--- src/rtl/mem_sync_pkg.sv ---
// Shared definitions for the memory handshake synchroniser: per-channel
// state encodings, default channel indices and common byte-mask constants.
package mem_sync_pkg;

  typedef enum logic {
    S_REQ  = 1'b0,
    S_DONE = 1'b1
  } ch_state_e;

  localparam int CH_IM = 0;
  localparam int CH_DM = 1;

  localparam logic [3:0] MASK_B = 4'b0001;
  localparam logic [3:0] MASK_H = 4'b0011;
  localparam logic [3:0] MASK_W = 4'b1111;

endpackage

--- src/rtl/mem_ch_tracker.sv ---
// Single memory channel tracker. Issues the read strobe / write mask while
// the channel is still waiting, remembers a completion for the rest of the
// access window, and reports whether this channel lets the pipeline advance.
module mem_ch_tracker #(
  parameter int MASK_W = 4
) (
  input  logic              clk,
  input  logic              rst,
  input  logic              req_rd,
  input  logic              req_wr,
  input  logic [MASK_W-1:0] wr_mask,
  input  logic              mem_valid,
  input  logic              win_done,
  output logic              mem_r,
  output logic [MASK_W-1:0] mem_w,
  output logic              done,
  output logic              ch_ok
);
  import mem_sync_pkg::*;

  ch_state_e state_q;
  logic      done_q;
  logic      need;

  assign done_q = (state_q == S_DONE);
  assign need   = req_rd | req_wr;

  // Write wins when both requests are up; nothing is strobed once done.
  assign mem_r = req_rd & ~req_wr & ~done_q;
  assign mem_w = (req_wr & ~done_q) ? wr_mask : '0;
  assign done  = done_q | (need & mem_valid);
  assign ch_ok = ~need | done_q | mem_valid;

  // Channel FSM: a window release returns to S_REQ, otherwise latch a
  // completion that arrives while this channel actually has a request.
  always_ff @(posedge clk or posedge rst) begin
    if (rst) begin
      state_q <= S_REQ;
    end else if (win_done) begin
      state_q <= S_REQ;
    end else if (need && mem_valid) begin
      state_q <= S_DONE;
    end
  end

endmodule

--- src/rtl/mem_access_sync.sv ---
// N-channel memory handshake synchroniser. Each channel is tracked by its own
// mem_ch_tracker; the pipeline is stalled until every requesting channel has
// completed within the current access window. A saturating counter records
// the total number of stalled cycles.
// Optional: define MEM_SYNC_TIMEOUT_EN to enable a sticky timeout flag that
// sets after TIMEOUT_CYC consecutive stall cycles; otherwise timeout_err is 0.
module mem_access_sync #(
  parameter int NUM_CH      = 2,
  parameter int MASK_W      = 4,
  parameter int CNT_W       = 32,
  parameter int TIMEOUT_CYC = 1023
) (
  input  logic                     clk,
  input  logic                     rst,
  input  logic [NUM_CH-1:0]        req_rd,
  input  logic [NUM_CH-1:0]        req_wr,
  input  logic [NUM_CH*MASK_W-1:0] wr_mask,
  input  logic [NUM_CH-1:0]        mem_valid,
  output logic [NUM_CH-1:0]        mem_r,
  output logic [NUM_CH*MASK_W-1:0] mem_w,
  output logic [NUM_CH-1:0]        done_vec,
  output logic                     stall,
  output logic [CNT_W-1:0]         stall_cnt,
  output logic                     timeout_err
);
  import mem_sync_pkg::*;

  logic [NUM_CH-1:0] ch_ok;
  logic              all_ok;

  assign all_ok = &ch_ok;
  assign stall  = ~all_ok;

  for (genvar i = 0; i < NUM_CH; i++) begin : g_ch
    mem_ch_tracker #(
      .MASK_W (MASK_W)
    ) u_tracker (
      .clk       (clk),
      .rst       (rst),
      .req_rd    (req_rd[i]),
      .req_wr    (req_wr[i]),
      .wr_mask   (wr_mask[i*MASK_W +: MASK_W]),
      .mem_valid (mem_valid[i]),
      .win_done  (all_ok),
      .mem_r     (mem_r[i]),
      .mem_w     (mem_w[i*MASK_W +: MASK_W]),
      .done      (done_vec[i]),
      .ch_ok     (ch_ok[i])
    );
  end

  // Count every stalled cycle, holding at all-ones instead of wrapping.
  always_ff @(posedge clk or posedge rst) begin
    if (rst) begin
      stall_cnt <= '0;
    end else if (stall && (stall_cnt != {CNT_W{1'b1}})) begin
      stall_cnt <= stall_cnt + 1'b1;
    end
  end

`ifdef MEM_SYNC_TIMEOUT_EN
  localparam int WAIT_W = $clog2(TIMEOUT_CYC + 1);

  logic [WAIT_W-1:0] wait_cnt;

  // Track consecutive stall cycles and raise a sticky flag on the cycle the
  // run length reaches TIMEOUT_CYC; any non-stall cycle restarts the run.
  always_ff @(posedge clk or posedge rst) begin
    if (rst) begin
      wait_cnt    <= '0;
      timeout_err <= 1'b0;
    end else if (stall) begin
      if (wait_cnt != WAIT_W'(TIMEOUT_CYC)) begin
        wait_cnt <= wait_cnt + 1'b1;
      end
      if (wait_cnt == WAIT_W'(TIMEOUT_CYC - 1)) begin
        timeout_err <= 1'b1;
      end
    end else begin
      wait_cnt <= '0;
    end
  end
`else
  assign timeout_err = 1'b0;
`endif

endmodule

--- config.mk ---
export PLATFORM = sky130hd
export DESIGN_NAME = mem_access_sync
export DESIGN_NICKNAME = d
export VERILOG_FILES = /design/src/rtl/mem_sync_pkg.sv /design/src/rtl/mem_ch_tracker.sv /design/src/rtl/mem_access_sync.sv
export SDC_FILE = /design/constraint.sdc
export NUM_CORES = 1
export LEC_CHECK = 0
export ABC_AREA = 1
export BUFFER_PORTS_ARGS = -buffer_cell sky130_fd_sc_hd__buf_2
export CAP_MARGIN = 0
export CORE_ASPECT_RATIO = 0.75
export CORE_UTILIZATION = 48
export DETAILED_ROUTE_END_ITERATION = 10
export GPL_TIMING_DRIVEN = 0
export HOLD_SLACK_MARGIN = 0.05
export PLACE_DENSITY = 0.86
export SKIP_CTS_REPAIR_TIMING = 1
export SLEW_MARGIN = 10
export SYNTH_ARGS = -nofsm -noshare
export SYNTH_HDL_FRONTEND = slang
export SYNTH_HIERARCHICAL = 1
export SYNTH_SLANG_ARGS = --single-unit
--- constraint.sdc ---
create_clock -name clk -period 1.6 [get_ports clk]
set_input_delay 0.08 -clock clk [delete_from_list [all_inputs] [get_ports clk]]
set_output_delay 0.08 -clock clk [all_outputs]
set_load 0.005 [all_outputs]
== Word level (Yosys, flattened, before mapping) ==
Cells that the tools add are included.
Word-level totals
  output and inout bits: 46
  register bits after elaboration: 34
Operators by class
  mux-type cells: 6
  reductions and logical operators: 6
  bitwise gates (word level): 23
  equal/unequal tests: 1
  add/sub/neg operators: 1
Operators with widths (count)
  adder 32 x 1 -> 32 bit (second input constant): 1
  inequality test 32 bit (second input constant): 1
  bitwise AND 1 bit: 8
  two-way mux 4 bit: 2
  bitwise OR 1 bit: 8
  inverter 1 bit: 7
  two-way mux 1 bit: 4
  nonzero test 2 bit: 2
  logical AND 1 bit: 3
  AND reduction 2 bit: 1

== Longest topological paths before layout ==
  depth in word-level cells: 7
  depth in mapped cells: 11
  mapped depth without buffers: 10

== Cells and area by module ==
The synthesis kept the hierarchy.
Modules (own cells, without submodules)
  mem_access_sync: cells an instance 355, area each 2202.1 sq um, times used 1
  mem_ch_tracker: cells an instance 21, area each 106.4 sq um, times used 2

== Worst setup path before layout ==
No wires, ideal clock.
  kind: register to register
  start point: reg stall_cnt[0]
  end point: reg stall_cnt[10]
  stages on the path, launching flop included: 12
  required time: 1484 ps
  arrival: 1522 ps
  clock period less this slack: 1638 ps
  library setup time: 116 ps
  path slack: -38 ps
  buffers on the path: 1
  cell sequence: dfrtp_1 ha_1 inv_2 nor2_4 nand2_4 nor2_4 nand2_2 nand2_4 inv_4 buf_6 nand2_1 nand2_1
On the way
  word-level cells in the longest chain between the ends: 2
  elaborated cells on any way between the ends: 3
RTL lines
  from (decl): RTL line mem_access_sync.sv:23  | output logic [CNT_W-1:0] stall_cnt,
  from (signal assigned): RTL line mem_access_sync.sv:57  | stall_cnt <= stall_cnt + 1'b1;
  branches (longest 2 deep; another with adder 32 x 1 -> 32 bit)
Parallel ways; which one is timed is not known.
A chain may end at the register's enable or synchronous reset.

== Worst setup path after layout ==
  start point: reg stall_cnt[0]
  end point: reg stall_cnt[18]
Same word-level chain as after synthesis.

==> metrics <==
critical path class=reg2reg; global route overflow=0; clk_skew=0.0105 ns; status=finished, violations left; maximum number of pins on one net before global-route repair=33; via count=2717; Mean Syn Cell Area=6.08 sq um; Hold WS=0.171 ns; top-count cell post-synth=nand2_1; GP Congestion=0.947; setup ws final=-0.00287 ns; Post-Syn Instances=397; CTS tree=built; min-delay worst type=in2reg; Tcrit/Tclk final=100%; ys async rst share=100%; Die Y=63.4 um; first-pass GRT wire length=11000 um; First DRT Iteration DRCs=290; initial antenna violation count=0; Worst EP arrival=1.77 ns; GRT Total Usage=26.5%; H-tree levels=2; R2R cell count=11; WP data required=1.77 ns; layout net count=497; cell depth of the worst min-delay path=5; final WL=7030 um; crit end category=flop; IO Port Bufs=60; EDFF count, synth=0; setup TNS=-0.00538 ns; Hold Startpoint=mem_valid[0]; Netlist cell types=22; VDD IR max=0.713 mV; DRT antenna net count=0; failing checks=DRC, setup timing; Crit Reg-Reg Startpoint=stall_cnt[0]; Core Area=0.00465 sq mm; Worst Max-Slew Pin Slew=0.705 ns; most frequent cells after synthesis=nand2_1, nor2_1, inv_1; Netlist Area Pre-Place=0.00241 sq mm; Syn Nets=414; min Tclk post-route=1.60 ns; yosys warns=6; total power=2.41 mW; Area Overhead vs Synth=29.2%; Leak=1.65 nW; CP startpoint kind=flop; clk_lat worst skew=0.29 ns; Setup WS pre-CTS=-0.198 ns; synthesized flop and latch total=34; CP max FO=10; post-detail-place hpwl=5070 um; layout cells sized above 1=28.7%; Pre-antenna DRT Iters=8; vias in the first global route=2397; boundary pin count=62; relative slew slack=52.9%; Max-Cap Viols=0; crit path from=stall_cnt[0]; DRC viols=16; Max Clk Rate=624 MHz; Reg clk slew, reported paths=0.07 ns; clk root buf=clkbuf_8; die area=0.00532 sq mm; pwr/cell area=771 mW/mm^2; area leader, netlist=dfrtp_1; Row Count=21; share of the synthesized area in the top cell type=35.2%; Slew Viols, Final=0; Starting Density=51.9%; setup violators final=2; clock sink count=34; Clock Tree Buf Depth=2; vias per cell=5.05; RSZ-0062 raised after global routing=true; per-cell routed wire length=13.1 um; die width=83.9 um; ranking of synthesized cells by area=dfrtp_1, nand2_1, nor2_1; Final Hold Viols=0; Top FF cell, synth=dfrtp_1; # diodes=0; register area share after synthesis=35.2%; fillers=444; Num CTS Buffers=5
==> final cells by class <==
type / count / area (sq um) / area share [%]
plain buffers: 6 / 56.3 / 1.81
clock buffers: 8 / 110 / 3.53
inverters: 44 / 175 / 5.62
multi-input cells: 313 / 1400 / 45.0
flip-flops and latches: 34 / 880 / 28.2
well taps: 57 / 71.3 / 2.29
repair buffers: 76 / 423 / 13.6
==> power by group <==
group / switching (mW) / internal (mW) / total (mW)
Sequential: 0.0967 / 0.932 / 1.03
Clock: 0.321 / 0.435 / 0.756
Combinational: 0.336 / 0.285 / 0.621
Total: 0.754 / 1.65 / 2.41
==> sequential cells by signal, indices dropped and copies added (netlist names) <==
name and flops:
g_ch.u_tracker/done_q 2, stall_cnt 32
==> stage by stage <==
| stage | util, % | instances | instance area [sq um] |
|---|---|---|---|
| after floorplan | - | 397 | 2430 |
| after global placement | 60.2 | 514 | 2800 |
| after detailed placement | 60.2 | 514 | 2800 |
| after CTS | 62.6 | 522 | 2910 |
| after global routing | 67.1 | 538 | 3120 |
| final | 67.1 | 538 | 3120 |
==> final timing paths <==
check	slack, ns	to
max	-0.003	stall_cnt[18]
min	0.17	g_ch[0].u_tracker/done_q
max reg2reg	-0.003	stall_cnt[18]
min reg2reg	0.55	stall_cnt[10]
max in group asynchronous	0.62	stall_cnt[16]
min in group asynchronous	0.20	g_ch[1].u_tracker/done_q
==> metal layers <==
metal / vias to the layer above / wire length, um / track usage, %
met5: - / 0 / 0
met4: 0 / 72 / 5.60
met3: 9 / 541 / 4.98
met2: 129 / 3210 / 44.2
met1: 1226 / 3210 / 36.1
li1: 1353 / - / -
==> cell usage in the layout, fill, tap and decap left out, types with 3 or more instances in the layout <==
cell type	instances
nand2_1	194
buf_2	60
nor2_1	55
inv_1	39
dfrtp_2	23
buf_4	19
nand3_1	17
dfrtp_1	11
xor2_1	8
clkbuf_8	8
nand2_2	6
nor2_4	6
nor2_2	5
xnor2_1	5
o21ai_0	5
inv_2	3
==> critical path, cell delays in order (launching register included) <==
cell and delay, ns:
dfrtp_2 0.40, ha_4 0.19, inv_4 0.05, nor2_4 0.13, nand2_4 0.09, nor2_4 0.10
nand2_2 0.07, nand2_4 0.13, inv_8 0.06, buf_8 0.14, nand2_1 0.06, nand2_1 0.05
==> kinds of logic after synthesis <==
logic type	count (synthesis)	share of synthesized area, %
compound gates	5	1.04
other cells	1	0.155
xor+xnor	13	4.72
buf+inv	50	9.12
fa+ha+maj	1	0.518
flops	34	35.2
simple gates	293	49.2
Power figures use the tool's default switching activity.
